--- config.mk ---
export PLATFORM = sky130hd
export DESIGN_NAME = writeback_unit
export DESIGN_NICKNAME = d
export VERILOG_FILES = /design/src/rtl/writeback_unit.sv
export SDC_FILE = /design/constraint.sdc
export NUM_CORES = 1
export LEC_CHECK = 0
export BUFFER_PORTS_ARGS = -buffer_cell sky130_fd_sc_hd__clkbuf_2
export CORE_AREA = 2 2 95 97
export DETAILED_ROUTE_END_ITERATION = 16
export DIE_AREA = 0 0 97 99
export PLACE_DENSITY = 0.67
export SYNTH_ARGS = -nofsm -noshare
export SYNTH_HDL_FRONTEND = slang
export SYNTH_SLANG_ARGS = --single-unit
--- constraint.sdc ---
create_clock -name clk -period 2.3 [get_ports clk]
set_clock_uncertainty 0.2 [all_clocks]
set_input_delay 0.115 -clock clk [delete_from_list [all_inputs] [get_ports clk]]
set_output_delay 0.115 -clock clk [all_outputs]
set_load 0.1 [all_outputs]
--- src/rtl/writeback_unit.sv ---
// Writeback stage: selects ALU/load/return-address data and drives a registered register-file write strobe.
// Optional retired-instruction counter enabled by defining WB_RETIRE_CNT_EN.
module writeback_unit #(
  parameter logic [3:0]  RA_REG = 4'd15,
  parameter logic [31:0] PC_INC = 32'd4
) (
  input  logic        clk,
  input  logic        Reset,
  input  logic        in_valid,
  output logic        in_ready,
  input  logic [31:0] pc,
  input  logic [31:0] inst,
  input  logic [31:0] aluResult,
  input  logic        isLd,
  input  logic        isCall,
  input  logic        isWb,
  input  logic        ld_valid,
  input  logic [31:0] ld_data,
  output logic        isWa,
  output logic [3:0]  wa,
  output logic [31:0] wd
`ifdef WB_RETIRE_CNT_EN
  ,
  output logic [31:0] retired
`endif
);

  typedef enum logic [0:0] {
    IDLE    = 1'b0,
    WAIT_LD = 1'b1
  } state_t;

  state_t      state_q, state_d;
  logic [3:0]  rd_q, rd_d;
  logic        we_q, we_d;
  logic [3:0]  wa_q, wa_d;
  logic [31:0] wd_q, wd_d;
  logic        retire_s;
  logic        transfer_s;
  logic [3:0]  rd_s;
  logic        unused_inst_s;

  assign rd_s          = inst[25:22];
  assign unused_inst_s = ^{inst[31:26], inst[21:0]};
  assign in_ready      = (state_q == IDLE);
  assign transfer_s    = in_valid && (state_q == IDLE);

  // Next-state, write-port selection and retire detection
  always_comb begin
    state_d  = state_q;
    rd_d     = rd_q;
    we_d     = 1'b0;
    wa_d     = wa_q;
    wd_d     = wd_q;
    retire_s = 1'b0;
    case (state_q)
      IDLE: begin
        if (transfer_s) begin
          if (!isWb) begin
            retire_s = 1'b1;
          end else if (isCall) begin
            we_d     = 1'b1;
            wa_d     = RA_REG;
            wd_d     = pc + PC_INC;
            retire_s = 1'b1;
          end else if (isLd) begin
            if (ld_valid) begin
              we_d     = 1'b1;
              wa_d     = rd_s;
              wd_d     = ld_data;
              retire_s = 1'b1;
            end else begin
              rd_d    = rd_s;
              state_d = WAIT_LD;
            end
          end else begin
            we_d     = 1'b1;
            wa_d     = rd_s;
            wd_d     = aluResult;
            retire_s = 1'b1;
          end
        end else begin
          retire_s = 1'b0;
        end
      end
      WAIT_LD: begin
        if (ld_valid) begin
          we_d     = 1'b1;
          wa_d     = rd_q;
          wd_d     = ld_data;
          retire_s = 1'b1;
          state_d  = IDLE;
        end else begin
          state_d = WAIT_LD;
        end
      end
      default: begin
        state_d = IDLE;
      end
    endcase
  end

  // State and write-port registers; reset discards any pending load
  always_ff @(posedge clk) begin
    if (Reset) begin
      state_q <= IDLE;
      rd_q    <= 4'd0;
      we_q    <= 1'b0;
      wa_q    <= 4'd0;
      wd_q    <= 32'd0;
    end else begin
      state_q <= state_d;
      rd_q    <= rd_d;
      we_q    <= we_d;
      wa_q    <= wa_d;
      wd_q    <= wd_d;
    end
  end

  assign isWa = we_q;
  assign wa   = wa_q;
  assign wd   = wd_q;

`ifdef WB_RETIRE_CNT_EN
  logic [31:0] retired_q, retired_d;

  assign retired_d = retire_s ? (retired_q + 32'd1) : retired_q;

  // Retired-instruction counter, wraps naturally at 2^32
  always_ff @(posedge clk) begin
    if (Reset) begin
      retired_q <= 32'd0;
    end else begin
      retired_q <= retired_d;
    end
  end

  assign retired = retired_q;
`else
  logic unused_retire_s;
  assign unused_retire_s = retire_s;
`endif

endmodule

=== Word-level counts from Yosys, hierarchy flattened ===
Cells that the tools add are included.

* Output and inout port bits: 38
* Word-level logic and storage cells: 42
* Input port bits: 135
* Bits in registers: 42

* Eq/ne operators: 4
* Reduce and logical (&&, ||, !) cells: 4
* Multiplexer cells: 25
* Bitwise operators: 3
* Add/sub/neg operators: 1

{| class="wikitable"
|+ Operators with widths
! kind !! count
|-
| $mux 32 || 5
|-
| $pmux 32 s2 || 1
|-
| $add 32x3->32 const B || 1
|-
| $mux 4 || 6
|-
| $mux 1 || 10
|-
| $pmux 4 s2 || 1
|-
| $reduce_and 6->1 || 1
|-
| $ne 2x1->1 const B || 2
|-
| $ne 4x2->1 const B || 1
|-
| $pmux 1 s2 || 2
|-
| $reduce_and 4->1 || 1
|-
| $not 1->1 || 3
|-
| $ne 2x2->1 const B || 1
|-
| $reduce_and 2->1 || 1
|-
| $logic_and 1x1->1 || 1
|}

=== Depth between registers and ports, before layout ===
Gate-level depths: netlist of run 1.

* Depth after elaboration: 6
* Mapped depth: 7
* Mapped depth without buffers: 6

=== Worst setup path before layout of run 1 ===
Ideal clock, no wire load.

* Kind: reg2reg
* Start: register state_q
* End: register wa_q[0], in the netlist wa[0]
* Clock period less this slack: 2326 ps
* Stages on the path, launching flop included: 7
* Path buffers: 1
* Setup time: 128 ps
* Setup slack: -26 ps
* Required time: 1972 ps
* Arrival time: 1999 ps
* Path through: dfxtp_1 > clkbuf_1 > inv_1 > nand2_1 > o21ai_1 > mux2i_1 > nor2_1

* Cells in the longest elaborated chain, start to end: 4
* Elaborated cells on any way between the ends: 8
* Classes of those cells: eq/ne: 4; mux: 1; bitwise: 1; reduce/logical: 2

{| class="wikitable"
|+ RTL lines
! item !! line !! RTL
|-
| from (decl) || 33 || <nowiki>state_t state_q, state_d;</nowiki>
|-
| from (signal assigned) || 112 || <nowiki>state_q <= state_d;</nowiki>
|-
| $not 1->1 * || n/a ||
|-
| via in_ready || 10 || <nowiki>output logic in_ready,</nowiki>
|-
| $logic_and 1x1->1 || 46 || <nowiki>assign transfer_s = in_valid && (state_q == IDLE);</nowiki>
|-
| $ne 2x1->1 (no line) || n/a ||
|-
| $reduce_and 4->1 (no line) || n/a ||
|-
| to (signal assigned) || 115 || <nowiki>wa_q <= wa_d;</nowiki>
|-
| to (decl) || 36 || <nowiki>logic [3:0] wa_q, wa_d;</nowiki>
|}

The timed path passes the listed nets; every way through them passes the cells marked *.
A chain may end at the register's enable or synchronous reset.

=== Final worst setup path of run 1 ===
* Start: register state_q
* End: register wd_q[13], in the netlist wd[13]

* Cells in the longest elaborated chain, start to end: 4
* Elaborated cells on any way between the ends: 6
* Classes of those cells: eq/ne: 2; mux: 1; bitwise: 1; reduce/logical: 2

{| class="wikitable"
|+ RTL lines
! item !! line !! RTL
|-
| $not 1->1 || n/a ||
|-
| $logic_and 1x1->1 || 46 ||
|-
| $ne 2x1->1 (no line) || n/a ||
|-
| $reduce_and 2->1 (no line) || n/a ||
|-
| to (signal assigned) || 116 || <nowiki>wd_q <= wd_d;</nowiki>
|-
| to (decl) || 37 || <nowiki>logic [31:0] wd_q, wd_d;</nowiki>
|}

Parallel ways exist; a longest one is shown, timed or not.

==> key figures, run 1 <==
Status
  • Status: complete, but fails checks
  • Failing checks: negative hold slack

Yosys
  • Synthesized area: 3070 µm²
  • Avg Cell Area, Syn: 7.84 µm²
  • Post-synthesis sequential area ratio: 27.4%
  • Cells after synthesis: 392
  • Yosys cell types: 48
  • Top cells by area, synth: dfxtp_1 (27%), mux2i_1 (11%), o221ai_1 (5.7%)
  • Synth Register Bits: 42
  • Most common cell in the netlist: nor2_1
  • Top cell type's share of synthesized area: 27.4%
  • Ys Warns: 0
  • Syn Nets: 528
  • Post-synth EDFFs: 0
  • Post-synth ARST share: 0%
  • Largest area contributor in the netlist: dfxtp_1
  • Synth Flop Type: dfxtp_1
  • Commonest cells post-synth: nor2_1 (46), dfxtp_1 (42), mux2i_1 (35)

Cells and area
  • Diodes inserted: 0
  • Nets@finish: 708
  • Area Overhead vs Synth: 45.5%
  • Share of cells above drive strength 1: 33.2%

Clock network
  • Worst-skew pair later-pin latency: 0.29 ns
  • Cts bufs inserted: 5
  • CTS tree: yes
  • Max clock buf depth: 2
  • CTS clk-pin slew, worst paths: 0.09 ns
  • Num Clock Sinks: 42
  • H-tree lvl count: 2
  • CTS root buffer: clkbuf_8

STA
  • Max frequency: 464 MHz
  • Final worst-path cycle share: 93.8%
  • Worst slew margin: 48.4%
  • Final setup violating endpoints: 0
  • RSZ-0062 raised after global routing: no
  • Final hold vios: 1
  • Min cycle time layout: 2.16 ns
  • Slew Viols, Final: 0
  • Hold_ws: -0.000224 ns
  • Worst-Margin Slew: 0.769 ns

Drt
  • ANT nets after route: 0
  • Initial drt markers: 219
  • Vias/cell: 5.62
  • Final WL: 11400 µm
  • DR vias: 3830
  • WL/cell: 16.7 µm
  • DRC Markers: 0
  • DR pass1 iterations: 6

Floorplanning
  • Initial Util: 35.9%
  • Core Footprint: 8550 µm²
  • Row count: 34
  • Die H: 99 µm
  • DIE AREA: 9600 µm²
  • # IOs: 173
  • Die W: 97 µm

Setup path
  • Worst Path Required: 2.29 ns
  • Crit path DAT: 2.14 ns
  • Setup crit end kind: flop
  • Critical path type: reg2reg
  • Critical Path Fanout Max: 18
  • Startpoint Class: flop

Job
  • MaxCap Viol Count: 0

Global route
  • Vias in the first global route: 3899
  • First-pass GRT wire length: 18800 µm
  • Total GRT Usage: 23.5%
  • Largest net degree at the start of global routing: 31
  • Initial antenna violation count: 0
  • Grt ovf: 0

Power
  • Static Leak: 2.01 nW
  • Power Density: 509 nW/µm²
  • Tot Pwr: 2.28 mW
  • Max VDD drop: 0.000198 V

Placed design
  • DP HPWL: 8470 µm
  • Gp weighted congestion: 0.884
  • I/O Buffers: 144

Worst hold path
  • Worst Hold Class: in2reg
-- cell type report --
cell class	instances	area (µm²)
repair buffers	201	1240
flip-flops and latches	42	841
fillers	825	4080
well taps	108	135
clock buffers	5	68.8
inverters	6	26.3
multi-input cells	316	2120
clock inverters	3	40.0
-- metrics by stage --
step	instances	worst slack (ns)	utilization, %	area (µm²)	setup TNS [ns]
floorplan	392	0.124	-	3080	0
global route	681	0.0313	52.3	4470	0
CTS	681	0.0249	52.2	4460	0
global placement	635	0.0380	46.4	3970	0
finish	681	0.144	52.3	4470	0
detailed placement	635	-0.00619	46.4	3970	-0.00619
-- routing by layer --
layer,track usage [%],vias up,wire length [µm]
met1,30.3,1805,4890
met2,40.8,156,5530
li1,-,1846,-
met3,2.77,23,710
met5,0,-,0
met4,8.13,0,236
-- cell families (layout without fill, tap and decap cells) --
| logic type | Yosys count | count (layout) | share of synthesized area, % |
|---|---|---|---|
| multiplexers | 37 | 37 | 12.1 |
| buffers and inverters | 34 | 215 | 4.32 |
| adder cells (fa/ha/maj) | 1 | 1 | 0.407 |
| AO/OA/AOI/OAI | 117 | 117 | 26.3 |
| flip-flops | 42 | 42 | 27.4 |
| AND/OR/NAND/NOR | 137 | 137 | 22.6 |
| XOR/XNOR | 24 | 24 | 6.84 |
-- path summary, 6_finish.rpt --
kind / slack (ns) / from / endpoint / cells past startpoint
setup / recovery: 0.14 / state_q / wd[13] / 6
hold / removal: -0.0002 / aluResult[18] / wd[18] / 3
setup reg to reg: 0.14 / state_q / wd[13] / 6
hold reg to reg: 0.28 / wd[4] / wd[4] / 2
-- layout by cell type (no fill, tap or decap), drive strengths merged, types with 12 or more instances in the layout --
cell type | netlist | final
xor2 | 14 | 14
clkbuf | 21 | 149
nand2 | 34 | 34
a211oi | 14 | 14
a221oi | 12 | 12
o21ai | 27 | 27
mux2i | 35 | 35
o221ai | 20 | 20
nor2 | 46 | 46
a21oi | 26 | 26
buf | 7 | 20
dfxtp | 42 | 42
dlygate4sd3 | 0 | 37
-- power by group --
group          leakage, nW  internal (mW)  switching [mW]
Sequential           0.345          0.773          0.0328
Clock               0.0579          0.320           0.278
Combinational         1.60          0.274           0.599
-- sequential cells by signal (all words and copies together) (netlist names) --
name,cells
isWa,1
rd_q,4
state_q,1
wa,4
wd,32
-- worst max-delay path, stage by stage, from the launching register on --
cell and delay [ns]:
dfxtp_1 0.32, buf_4 0.20, and3b_2 0.34, nand2_2 0.14, o221ai_1 0.21, a21oi_1 0.07, dlygate4sd3_1 0.56
-- what timing repair did --
action | 4_1_cts | 5_1_grt
buffers inserted | 0 | 1
gates resized for setup | 1 | 4
setup endpoints to repair | 4 | 3
hold endpoints to repair | 32 | 0
hold buffers | 38 | 0
(Power assumes the default switching activity.)
==> run 2: changes to the inputs <==
--- a/config.mk
+++ b/config.mk
@@ -10,6 +10,7 @@
 export DETAILED_ROUTE_END_ITERATION = 16
 export DIE_AREA = 0 0 97 99
 export PLACE_DENSITY = 0.67
+export SETUP_SLACK_MARGIN = 0.2
 export SYNTH_ARGS = -nofsm -noshare
 export SYNTH_HDL_FRONTEND = slang
 export SYNTH_SLANG_ARGS = --single-unit
==> run 2 against run 1 <==
Net effect: the flow now finishes without violations; sequential share of layout area is 0.063 points lower; register-to-register slack better by 0.26 ns; fmax is 14% higher; cell count stayed put; non-clock buffer count stayed put; via count is 1.6% lower; utilization is 0.18 points higher; critical path type unchanged; largest power group unchanged; highest routed layer unchanged.
==> key figures, run 2 (synthesis gave the netlist of run 1 again) <==
Status
  • Status: finished, final reports clean

Setup path
  • R2r endpoint: wd[4]
  • Crit path DAT: 1.90 ns
  • Setup crit end kind: flop
  • Critical path type: reg2reg
  • Worst Path Required: 2.31 ns
  • Startpoint Class: flop
  • RR Startpoint: state_q
  • R2R depth: 5
  • Critical Path Fanout Max: 18
  • FF-to-FF setup slack: 0.41 ns

Cells and area
  • Most common library cell in the layout ignoring fill and taps: clkbuf_2
  • Area Overhead vs Synth: 46.0%
  • FILL cells: 829
  • Footprint of the multi-input gates: 2110 µm²
  • Commonest non-fill, non-tap cells in the layout: clkbuf_2 (144), nor2_1 (45), dfxtp_1 (42), dlygate4sd3_1 (40), mux2i_1 (35)
  • Non-Filler Instances: 681
  • Max reg flops: 32
  • Share of cells above drive strength 1: 32.1%
  • Nets@finish: 708
  • Final Util: 52.5%
  • Post-route cell area: 4490 µm²
  • Area taken by flip-flops and latches: 841 µm²
  • Diodes inserted: 0

STA
  • Max frequency: 528 MHz
  • Final worst-path cycle share: 82.4%
  • Final setup violating endpoints: 0
  • RSZ-0062 raised after global routing: no
  • Final hold vios: 0
  • Min cycle time layout: 1.89 ns
  • Final WS setup: 0.405 ns
  • Worst slew margin: 62.0%
  • Worst-Margin Slew: 0.569 ns
  • Slew Viols, Final: 0
  • Setup TNS: 0 ns

Power
  • Max VDD drop: 0.000333 V
  • Power Density: 508 nW/µm²
  • Static Leak: 2.01 nW

Worst hold path
  • Worst Hold Class: in2reg
  • Hold path depth: 3
  • Worst Hold Path EP: wd[17]
  • Min-delay src: pc[17]

Placed design
  • I/O Buffers: 144
  • Cells after DPL: 633
  • DP HPWL: 8120 µm
  • Dpl ws: -0.0748 ns
  • Gp weighted congestion: 0.834
  • DP Area: 3970 µm²

Global route
  • First-pass GRT wire length: 17800 µm
  • Grt ovf: 0
  • Initial antenna violation count: 0
  • Largest net degree at the start of global routing: 58
  • Total GRT Usage: 22.5%
  • Vias in the first global route: 3679

Drt
  • DRC Markers: 0
  • DR vias: 3769
  • Vias/cell: 5.53
  • DR pass1 iterations: 6
  • WL/cell: 16.5 µm
  • Initial drt markers: 179
  • Final WL: 11200 µm
  • ANT nets after route: 0

Floorplanning
  • Core Footprint: 8550 µm²
  • Initial Util: 35.9%
  • Die W: 97 µm
  • # IOs: 173
  • Row count: 34
  • DIE AREA: 9600 µm²
  • Die H: 99 µm

Clock network
  • Worst-skew pair later-pin latency: 0.29 ns
  • Max clock buf depth: 2
  • CTS root buffer: clkbuf_8
  • H-tree lvl count: 2
  • Num Clock Sinks: 42
  • CTS clk-pin slew, worst paths: 0.09 ns
  • CTS tree: yes
  • Cts bufs inserted: 5

Job
  • MaxCap Viol Count: 0
## run 2: worst max path at each step
stage | slack, ns | start | to | depth (start not counted)
finish | 0.41 | state_q | wd[4] | 5
global route | 0.24 | state_q | wd[4] | 5
CTS | 0.27 | state_q | rd_q[0] | 5
detailed placement | -0.07 | state_q | rd_q[0] | 5
global placement | -0.01 | state_q | rd_q[3] | 5
floorplan | 0.20 | state_q | wd[5] | 6
## run 2: repair_timing
item	CTS	global route
setup endpoints to repair	4	4
buffers inserted	0	0
hold endpoints to repair	32	0
resized for setup	1	1
hold buffers	40	0
pin swaps	0	0
## run 2: routing by layer
| metal | global-route usage, % | up-vias | share of wire (%) |
|---|---|---|---|
| li1 | - | 1839 | - |
| met1 | 28.4 | 1758 | 43 |
| met2 | 39.6 | 147 | 49 |
| met3 | 3.26 | 25 | 5.2 |
| met4 | 6.83 | 0 | 2.5 |
| met5 | 0 | - | 0 |
## run 2: critical path: stages, from the launching register on
cell      delay, ns
dfxtp_1        0.32
buf_4          0.20
a21oi_1        0.43
o21ai_2        0.19
buf_4          0.20
a221oi_1       0.26
## run 2: power by group
group | switching, mW | total, mW | internal [mW]
clock network | 0.279 | 0.599 | 0.320
registers | 0.0325 | 0.805 | 0.773
logic | 0.597 | 0.874 | 0.277
## run 2: cell type report
class                      count  share of cell area [%]
multi-input combinational    316                    47.1
sequential                    42                    18.7
inverter                       6                   0.586
tap                          108                    3.01
timing repair buffer         201                    28.1
clock buffer                   5                    1.53
clock inverter                 3                   0.893
## run 2: through the flow
stage	total power, mW	hold slack (ns)
2_1_floorplan	1.39	0.0589
3_3_place_gp	1.62	0.171
3_5_place_dp	1.63	0.181
4_1_cts	2.29	0.00241
5_1_grt	2.38	0.0109
6_report	2.28	0.00476
